File: src/rtl/mvm_pkg.sv
// Shared types and width/saturation helpers for the matrix-vector engine.
// Define MVM_SAT_EN to clamp results instead of wrapping them.
package mvm_pkg;

    typedef enum logic [2:0] {
        StIdle,
        StLoadA,
        StLoadX,
        StCompute,
        StOutput
    } state_e;

    localparam int unsigned KDefault = 8;
    localparam int unsigned PDefault = 2;
    localparam int unsigned BDefault = 8;

    function automatic int unsigned acc_width(input int unsigned k, input int unsigned b);
        return 2 * b + $clog2(k);
    endfunction

    function automatic int unsigned a_addr_width(input int unsigned k, input int unsigned p);
        return $clog2(k * k / p);
    endfunction

    function automatic int unsigned x_addr_width(input int unsigned k);
        return $clog2(k);
    endfunction

    localparam int unsigned AccWDefault = acc_width(KDefault, BDefault);

    function automatic longint sat_max(input int unsigned ow);
        return (longint'(1) << (ow - 1)) - longint'(1);
    endfunction

    function automatic longint sat_min(input int unsigned ow);
        return -(longint'(1) << (ow - 1));
    endfunction

    // Result is a sign-extended value; callers keep the low ow bits.
    function automatic longint conv_acc(input longint acc, input int unsigned ow);
`ifdef MVM_SAT_EN
        if (acc > sat_max(ow)) begin
            return sat_max(ow);
        end else if (acc < sat_min(ow)) begin
            return sat_min(ow);
        end
        return acc;
`else
        return (acc <<< (64 - ow)) >>> (64 - ow);
`endif
    endfunction

endpackage

File: src/rtl/mvm_mac_lane.sv
// One MAC lane: registered a*x product feeding a clearable wide accumulator.
module mvm_mac_lane #(
    parameter int unsigned B     = 8,
    parameter int unsigned ACC_W = 19
) (
    input  logic                    clk,
    input  logic                    reset,
    input  logic signed [B-1:0]     a_i,
    input  logic signed [B-1:0]     x_i,
    input  logic                    en_i,
    input  logic                    clear_acc_i,
    output logic signed [ACC_W-1:0] acc_o
);

    localparam int unsigned PW = 2 * B;

    logic signed [PW-1:0]    prod_d, prod_q;
    logic signed [ACC_W-1:0] acc_d, acc_q;

    always_comb begin
        prod_d = PW'(a_i) * PW'(x_i);
        acc_d  = acc_q;
        if (clear_acc_i) begin
            acc_d = '0;
        end else if (en_i) begin
            acc_d = acc_q + {{(ACC_W - PW){prod_q[PW-1]}}, prod_q};
        end
    end

    always_ff @(posedge clk) begin
        if (reset) begin
            prod_q <= '0;
            acc_q  <= '0;
        end else begin
            prod_q <= prod_d;
            acc_q  <= acc_d;
        end
    end

    assign acc_o = acc_q;

endmodule

File: src/rtl/mvm_param_engine.sv
// Parametrised signed y = A*x engine with P MAC lanes and valid/ready streams.
// Output conversion saturates when MVM_SAT_EN is defined, otherwise wraps.
module mvm_param_engine
    import mvm_pkg::*;
#(
    parameter int unsigned K = 8,
    parameter int unsigned P = 2,
    parameter int unsigned B = 8
) (
    input  logic                clk,
    input  logic                reset,
    input  logic                loadMatrix,
    input  logic                loadVector,
    input  logic                start,
    input  logic signed [B-1:0] data_in,
    input  logic                in_valid,
    output logic                in_ready,
    output logic [2*B-1:0]      data_out,
    output logic                out_valid,
    input  logic                out_ready,
    output logic                busy,
    output logic                done
);

    localparam int unsigned OW     = 2 * B;
    localparam int unsigned ACC_W  = acc_width(K, B);
    localparam int unsigned GROUPS = K / P;
    localparam int unsigned ADEPTH = K * K / P;
    localparam int unsigned AAW    = a_addr_width(K, P);
    localparam int unsigned XAW    = x_addr_width(K);
    localparam int unsigned BW     = (P > 1) ? $clog2(P) : 1;
    localparam int unsigned CW     = $clog2(K * K + 1);

    state_e           state_d, state_q;
    logic [CW-1:0]    cnt_d, cnt_q;
    logic [CW-1:0]    grp_d, grp_q;
    logic [OW-1:0]    data_out_d, data_out_q;
    logic             out_valid_d, out_valid_q;
    logic             done_d, done_q;

    logic signed [B-1:0]  a_mem [P][ADEPTH];
    logic signed [B-1:0]  x_mem [K];
    logic [OW-1:0]        y_mem [K];
    logic signed [B-1:0]  x_rd_q;

    logic signed [ACC_W-1:0] lane_acc [P];
    logic [OW-1:0]           y_conv   [P];

    logic [31:0]     beat, row;
    logic [BW-1:0]   a_wbank;
    logic [AAW-1:0]  a_waddr, a_raddr;
    logic [XAW-1:0]  x_idx;
    logic            a_we, x_we, y_we, acc_en, acc_clr;

    // Row-major beat -> (row, col); rows interleave across banks.
    assign beat    = 32'(cnt_q);
    assign row     = beat / K;
    assign a_wbank = BW'(row % P);
    assign a_waddr = AAW'((row / P) * K + beat % K);
    assign a_raddr = AAW'(32'(grp_q) * K + beat);
    assign x_idx   = XAW'(cnt_q);

    assign a_we    = (state_q == StLoadA) && in_valid;
    assign x_we    = (state_q == StLoadX) && in_valid;
    assign y_we    = (state_q == StCompute) && (cnt_q == CW'(K + 2));
    assign acc_clr = (state_q == StCompute) && (cnt_q == '0);
    assign acc_en  = (state_q == StCompute) && (cnt_q >= CW'(2)) && (cnt_q <= CW'(K + 1));

    for (genvar gi = 0; gi < P; gi++) begin : g_lane
        logic signed [B-1:0] a_rd_q;

        always_ff @(posedge clk) begin
            a_rd_q <= a_mem[gi][a_raddr];
        end

        mvm_mac_lane #(
            .B    (B),
            .ACC_W(ACC_W)
        ) u_lane (
            .clk        (clk),
            .reset      (reset),
            .a_i        (a_rd_q),
            .x_i        (x_rd_q),
            .en_i       (acc_en),
            .clear_acc_i(acc_clr),
            .acc_o      (lane_acc[gi])
        );

        assign y_conv[gi] = OW'(conv_acc(longint'(lane_acc[gi]), OW));
    end

    // Storage is deliberately not reset so A and x survive across runs.
    always_ff @(posedge clk) begin
        if (a_we) begin
            a_mem[a_wbank][a_waddr] <= data_in;
        end
        if (x_we) begin
            x_mem[x_idx] <= data_in;
        end
        if (y_we && !reset) begin
            for (int i = 0; i < P; i++) begin
                y_mem[XAW'(32'(grp_q) * P + 32'(i))] <= y_conv[i];
            end
        end
        x_rd_q <= x_mem[x_idx];
    end

    always_comb begin
        state_d     = state_q;
        cnt_d       = cnt_q;
        grp_d       = grp_q;
        data_out_d  = data_out_q;
        out_valid_d = out_valid_q;
        done_d      = 1'b0;
        unique case (state_q)
            StIdle: begin
                cnt_d = '0;
                grp_d = '0;
                if (start) begin
                    state_d = StCompute;
                end else if (loadMatrix) begin
                    state_d = StLoadA;
                end else if (loadVector) begin
                    state_d = StLoadX;
                end
            end
            StLoadA, StLoadX: begin
                if (in_valid) begin
                    if (((state_q == StLoadA) && (cnt_q == CW'(K * K - 1))) ||
                        ((state_q == StLoadX) && (cnt_q == CW'(K - 1)))) begin
                        cnt_d   = '0;
                        state_d = StIdle;
                    end else begin
                        cnt_d = cnt_q + 1'b1;
                    end
                end
            end
            StCompute: begin
                if (cnt_q == CW'(K + 2)) begin
                    cnt_d = '0;
                    if (grp_q == CW'(GROUPS - 1)) begin
                        grp_d   = '0;
                        state_d = StOutput;
                    end else begin
                        grp_d = grp_q + 1'b1;
                    end
                end else begin
                    cnt_d = cnt_q + 1'b1;
                end
            end
            StOutput: begin
                // cnt_q is the index of the next y element to prefetch.
                if (!out_valid_q) begin
                    data_out_d  = y_mem[0];
                    out_valid_d = 1'b1;
                    cnt_d       = CW'(1);
                end else if (out_ready) begin
                    if (cnt_q == CW'(K)) begin
                        out_valid_d = 1'b0;
                        done_d      = 1'b1;
                        cnt_d       = '0;
                        state_d     = StIdle;
                    end else begin
                        data_out_d = y_mem[x_idx];
                        cnt_d      = cnt_q + 1'b1;
                    end
                end
            end
            default: state_d = StIdle;
        endcase
    end

    always_ff @(posedge clk) begin
        if (reset) begin
            state_q     <= StIdle;
            cnt_q       <= '0;
            grp_q       <= '0;
            data_out_q  <= '0;
            out_valid_q <= 1'b0;
            done_q      <= 1'b0;
        end else begin
            state_q     <= state_d;
            cnt_q       <= cnt_d;
            grp_q       <= grp_d;
            data_out_q  <= data_out_d;
            out_valid_q <= out_valid_d;
            done_q      <= done_d;
        end
    end

    assign in_ready  = (state_q == StLoadA) || (state_q == StLoadX);
    assign busy      = (state_q != StIdle);
    assign data_out  = data_out_q;
    assign out_valid = out_valid_q;
    assign done      = done_q;

endmodule
File: config.mk
export PLATFORM = sky130hd
export DESIGN_NAME = mvm_param_engine
export DESIGN_NICKNAME = d
export VERILOG_FILES = /design/src/rtl/mvm_pkg.sv /design/src/rtl/mvm_mac_lane.sv /design/src/rtl/mvm_param_engine.sv
export SDC_FILE = /design/constraint.sdc
export NUM_CORES = 1
export LEC_CHECK = 0
export CORE_UTILIZATION = 30
export DETAILED_ROUTE_END_ITERATION = 7
export GPL_TIMING_DRIVEN = 0
export HOLD_SLACK_MARGIN = 0.05
export SLEW_MARGIN = 10
export SYNTH_ARGS = -nofsm -noshare
export SYNTH_HDL_FRONTEND = slang
export SYNTH_HIERARCHICAL = 1
export SYNTH_SLANG_ARGS = --single-unit
File: constraint.sdc
create_clock -name clk -period 4.15 [get_ports clk]
set_input_delay 0.83 -clock clk [delete_from_list [all_inputs] [get_ports clk]]
set_output_delay 0.83 -clock clk [all_outputs]
set_load 0.05 [all_outputs]
==> qor.txt <==
Die Height = 359.5 µm
Slew headroom = 0.02239
Tmin final = 4.315 ns
Root Driver = clkbuf_16
Layout cells sized above 1 = 0.1842
Core footprint = 126200 µm²
Buffers on Ports = 34
Endpoint class of the critical path = flop
Drt drc = 0
Least-Margin Pin Slew = 1.466 ns
Die area = 129200 µm²
Congestion Overflow GR = 0
Via count = 24130
CP startpoint = x_rd_q[3]
Fin. Hold Viols = 0
Max Buffers Root-to-Sink = 3
Wire length per cell = 24.79 µm
Slowest CP cell = fa_1
Slew Viols, Final = 0
YS warnings = 6
First-pass detailed-route iteration total = 6
Routed Antenna Nets = 0
Area Overhead vs Synth = 15.76%
# setup viols final = 38
Worst Clk Skew = 0.03849 ns
Total track usage = 0.1726
H-tree depth = 3
FMAX = 0.2317 GHz
R2r worst-path depth = 17
Total Nets Final = 3071
Critical path class = flop to flop
Site Rows = 130
CTS Buf Count = 83
DRT iter0 DRCs = 2753
Hold Path Stages = 1
Clock latency on the worst-skew pair = 0.68 ns
Max_cap viols = 0
First-pass GRT wire length = 163500 µm
# fillers = 12137
Num ports = 35
CP max FO = 6
PnR worst setup slack = -0.1653 ns
Total clock sinks = 830
Synth Cell Area = 38330 µm²
Startpoint Class = flop
Hold Startpoint = data_out[6]
Vias in the first global route = 23751
Cts hold-fix bufs = 0
RD Place Congestion = 0.9758
Initial antenna violation count = 1
Avg Synthesized Cell Area = 14.30 µm²
Failing checks = setup timing
Hold slack final = 0.4603 ns
Worst R2R Start = x_rd_q[3]
Status = finished, violations left
Vias per inst = 5.289
CP dominant cell by count = fa_1
Die Wd = 359.5 µm
Largest net degree at the start of global routing = 73
RSZ-0062 raised after global routing = yes
Initial Utilization = 0.3037
Fin crit share = 1.040
Hpwl dp = 74170 µm
Post-Syn Nets = 2907
Post-Synthesis Cells = 2681
Worst min-delay path class = flop to flop
Critical path's largest stage delay = 0.55 ns
Worst Path Required = 4.68 ns
Clock transition at the registers of the reported paths = 0.06 ns
Arr. time, crit path = 4.84 ns
CTS tree = done
Cell Chain, Critical Path = and2_4, inv_2, fa_1, inv_2, fa_1, fa_1, inv_1, fa_1, inv_2, ha_4, a21o_1, a21oi_2, nor2b_2, or4_4, o22ai_4, xnor2_2, nor2_1
DRT Wirelength = 113100 µm
[cell type report]
cell class                 instances  area [µm²]  area share
antenna                            2       5.005   0.0001128
buffer                           126       600.6     0.01353
clock buffer                     110        2261     0.05095
clock inverter                    40       332.8    0.007500
inverter                         183       699.4     0.01576
multi-input combinational       1538       13940      0.3141
sequential                       830       23710      0.5344
tap                             1650        2064     0.04652
timing repair buffer              83       760.7     0.01714
[cells in the final DEF, fill, tap and decap left out, types with 73 or more instances in the layout]
master / n
dfxtp_1: 106
edfxtp_1: 704
clkbuf_1: 76
fa_1: 106
ha_1: 81
nand2_1: 149
clkbuf_16: 85
nor2_1: 164
and2_1: 83
inv_1: 157
mux2i_1: 85
o21ai_0: 73
[critical path: cells and delay by family, from the launching register on]
kind | cells | cell delay [ns]
adders and majority gates | 5 | 2.24
and+or+nand+nor | 4 | 0.79
AOI/OAI and AO/OA | 3 | 0.42
DFF | 1 | 0.41
buffers and inverters | 4 | 0.18
xor gates and xnor gates | 1 | 0.15
[stage by stage]
| stage | area [µm²] | worst slack (ns) | std cells | util | TNS, ns |
|---|---|---|---|---|---|
| 6_report | 44380 | -0.1653 | 4562 | 0.3516 | -1.539 |
| 5_1_grt | 44370 | -0.3197 | 4560 | 0.3515 | -1.807 |
| 4_1_cts | 44050 | -0.1942 | 4549 | 0.3490 | -0.7867 |
| 3_5_place_dp | 40920 | -1.184 | 4372 | 0.3242 | -240.26 |
| 3_3_place_gp | 40810 | -1.294 | 4365 | 0.3233 | -282.46 |
| 2_1_floorplan | 38400 | -0.009716 | 2681 | - | -0.009716 |
[final timing paths]
path,end,slack (ns)
worst max-delay path,g_lane[0].u_lane/prod_q[15],-0.17
worst min-delay path,data_out[6],0.46
worst max register to register,g_lane[0].u_lane/prod_q[15],-0.17
worst min register to register,data_out[6],0.46
[sequential cells by signal, summed over array words and instances (netlist names), named ones only]
signal and flops:
data_out 16, g_lane.u_lane/prod_q 32, y_mem 128, a_mem 512, state_q 3, g_lane.a_rd_q 16
grp_q 7, g_lane.u_lane/acc_o 32, x_mem 64, out_valid 1, cnt_q 7, done 1
x_rd_q 8
[repair_timing]
action / CTS / global route
setup endpoints to repair: 573 / 55
endpoints found under the hold margin: 0 / 0
gates resized for setup: 87 / 69
pin swaps: 43 / 65
buffers inserted: 31 / 15
[metal layers]
layer / up-vias / GRT usage / wire length [µm]
li1: 10352 / - / -
met1: 12111 / 0.2235 / 44980
met2: 1326 / 0.2647 / 50390
met4: 4 / 0.07868 / 5579
met3: 337 / 0.05150 / 12050
met5: - / 0.006659 / 92
Power is left out: the tool's default activity adds up to more than one toggle a clock period on the data nets, which glitch-free logic cannot reach.
==> RTL change, RTL diff (same settings) <==
Make the reset (`reset`) asynchronous in 2 clocked blocks.
--- a/src/rtl/mvm_mac_lane.sv
+++ b/src/rtl/mvm_mac_lane.sv
@@ -28,5 +28,5 @@
     end
 
-    always_ff @(posedge clk) begin
+    always_ff @(posedge clk or posedge reset) begin
         if (reset) begin
             prod_q <= '0;
--- a/src/rtl/mvm_param_engine.sv
+++ b/src/rtl/mvm_param_engine.sv
@@ -171,5 +171,5 @@
     end
 
-    always_ff @(posedge clk) begin
+    always_ff @(posedge clk or posedge reset) begin
         if (reset) begin
             state_q     <= StIdle;
Formal check against the unedited RTL: differs if reset is asserted again (counterexample within 4 cycles, from zero or initial values and one cycle with reset high); with reset held inactive, the same outputs for 4 cycles.
==> RTL change against the original RTL <==
The run still ends with setup timing left; routed wire length is 13% higher; cell area rose by 0.94%; sequential cell count is 3 lower; area after synthesis up 0.70%; worst setup slack lost 100 ps; global-route usage grew 2.2 points; critical path type unchanged.
Power is not shown: default switching activity piles up to over one toggle a cycle in this logic, so the estimate is an artifact.
==> RTL change: results (changes against the original RTL) <==
status - finished with violations
failing checks - setup timing
fin nets - 3128 (+1.9%)
layout cell share with drive strength beyond 1 - 0.177 (-0.00768)
final non-filler cell total - 4629 (+1.5%)
placed standard-cell area - 0.0413 mm^2 (+0.87%)
CTS Root Cell - clkbuf_16
Post-Place Setup Slack - -868 ps (+316 ps)
Clock Latency Late Sink - 660 ps (-20 ps)
initial antenna violation count - 6 (+5)
Worst Slack Setup Final - -268 ps (-102 ps)
worst min-delay path class - flop to flop
First-pass DRT Iterations - 6 (unchanged)
DRT iter0 DRCs - 3453 (+25%)
worst-margin pin slew - 1390 ps (-73.4 ps)
clk_skew - 30.3 ps (-8.16 ps)
first-pass GRT wire length - 182000 um (+11%)
H-tree depth - 3 (unchanged)
drt wl/cell - 27.7 um (+12%)
Via density - 5.47 (+3.4%)
CP max FO - 6 (unchanged)
maximum number of pins on one net before global-route repair - 73 (unchanged)
clock-pin slew on the worst setup and hold paths - 60 ps (about the same)
vias in the first global route - 24700 (+4.0%)
hold_ws - 475 ps (+14.3 ps)
post-detail-place hpwl - 83700 um (+13%)
syn_area_per_cell - 14.1 um^2 (-1.1%)
CTS Buffer Depth - 3 (unchanged)
CTS Buf Count - 81 (-2.4%)
# setup viols final - 66 (+74%)
Placed Cells - 4434 (+1.4%)
GR Util All Layers - 0.195 (+0.0221)
Synth Warn # - 6 (unchanged)
gpl congestion - 0.970 (-0.60%)
Post-Syn Nets - 2955 (+1.7%)
Worst Path Required - 4650 ps (-30 ps)
Sum Neg Setup Slack - -4180 ps (-2640 ps)
RTL change: repair_timing:
item                       in CTS  in global routing
hold endpoints to repair        0                  0
buffers inserted               34                 13
pin swaps                      40                 39
setup endpoints to repair     590                125
gates resized for setup        83                 66
RTL change: final timing paths:
kind / start / end / cells after the start
max: x_rd_q[4] / g_lane[0].u_lane/prod_q[15] / 17
min: x_mem[1][0] / x_rd_q[0] / 2
max reg2reg: x_rd_q[4] / g_lane[0].u_lane/prod_q[15] / 17
min reg2reg: x_mem[1][0] / x_rd_q[0] / 2
max in group asynchronous: reset / g_lane[1].u_lane/prod_q[4] / 2
min in group asynchronous: reset / data_out[14] / 2
RTL change: cell type report:
cell class | count | area, um^2
antenna | 4 | 10.0
buffer | 132 | 669
clock buffer | 107 | 2220
clock inverter | 37 | 368
fill | 12200 | 82700
inverter | 188 | 711
multi-input combinational | 1581 | 13600
sequential | 827 | 24100
tap | 1662 | 2080
timing repair buffer | 91 | 1020
RTL change: layer usage:
layer | up-vias | part of all wire | GRT usage
li1 | 10600 | - | -
met1 | 12800 | 0.39 | 0.253
met2 | 1526 | 0.44 | 0.297
met3 | 373 | 0.11 | 0.0479
met4 | 6 | 0.063 | 0.108
met5 | - | 0.00030 | 0
RTL change: worst max-delay path: stages, from the launching register on:
cell and delay, ps:
dfxtp_4 380, buf_12 160, and2_4 140, fa_2 560, inv_2 40, fa_1 490, inv_2 40, fa_1 490
inv_2 40, fa_2 520, inv_2 50, ha_4 230, nand3_2 80, nand2_2 80, a211oi_4 300, o21ai_2 100
o41a_1 410, xnor2_2 160
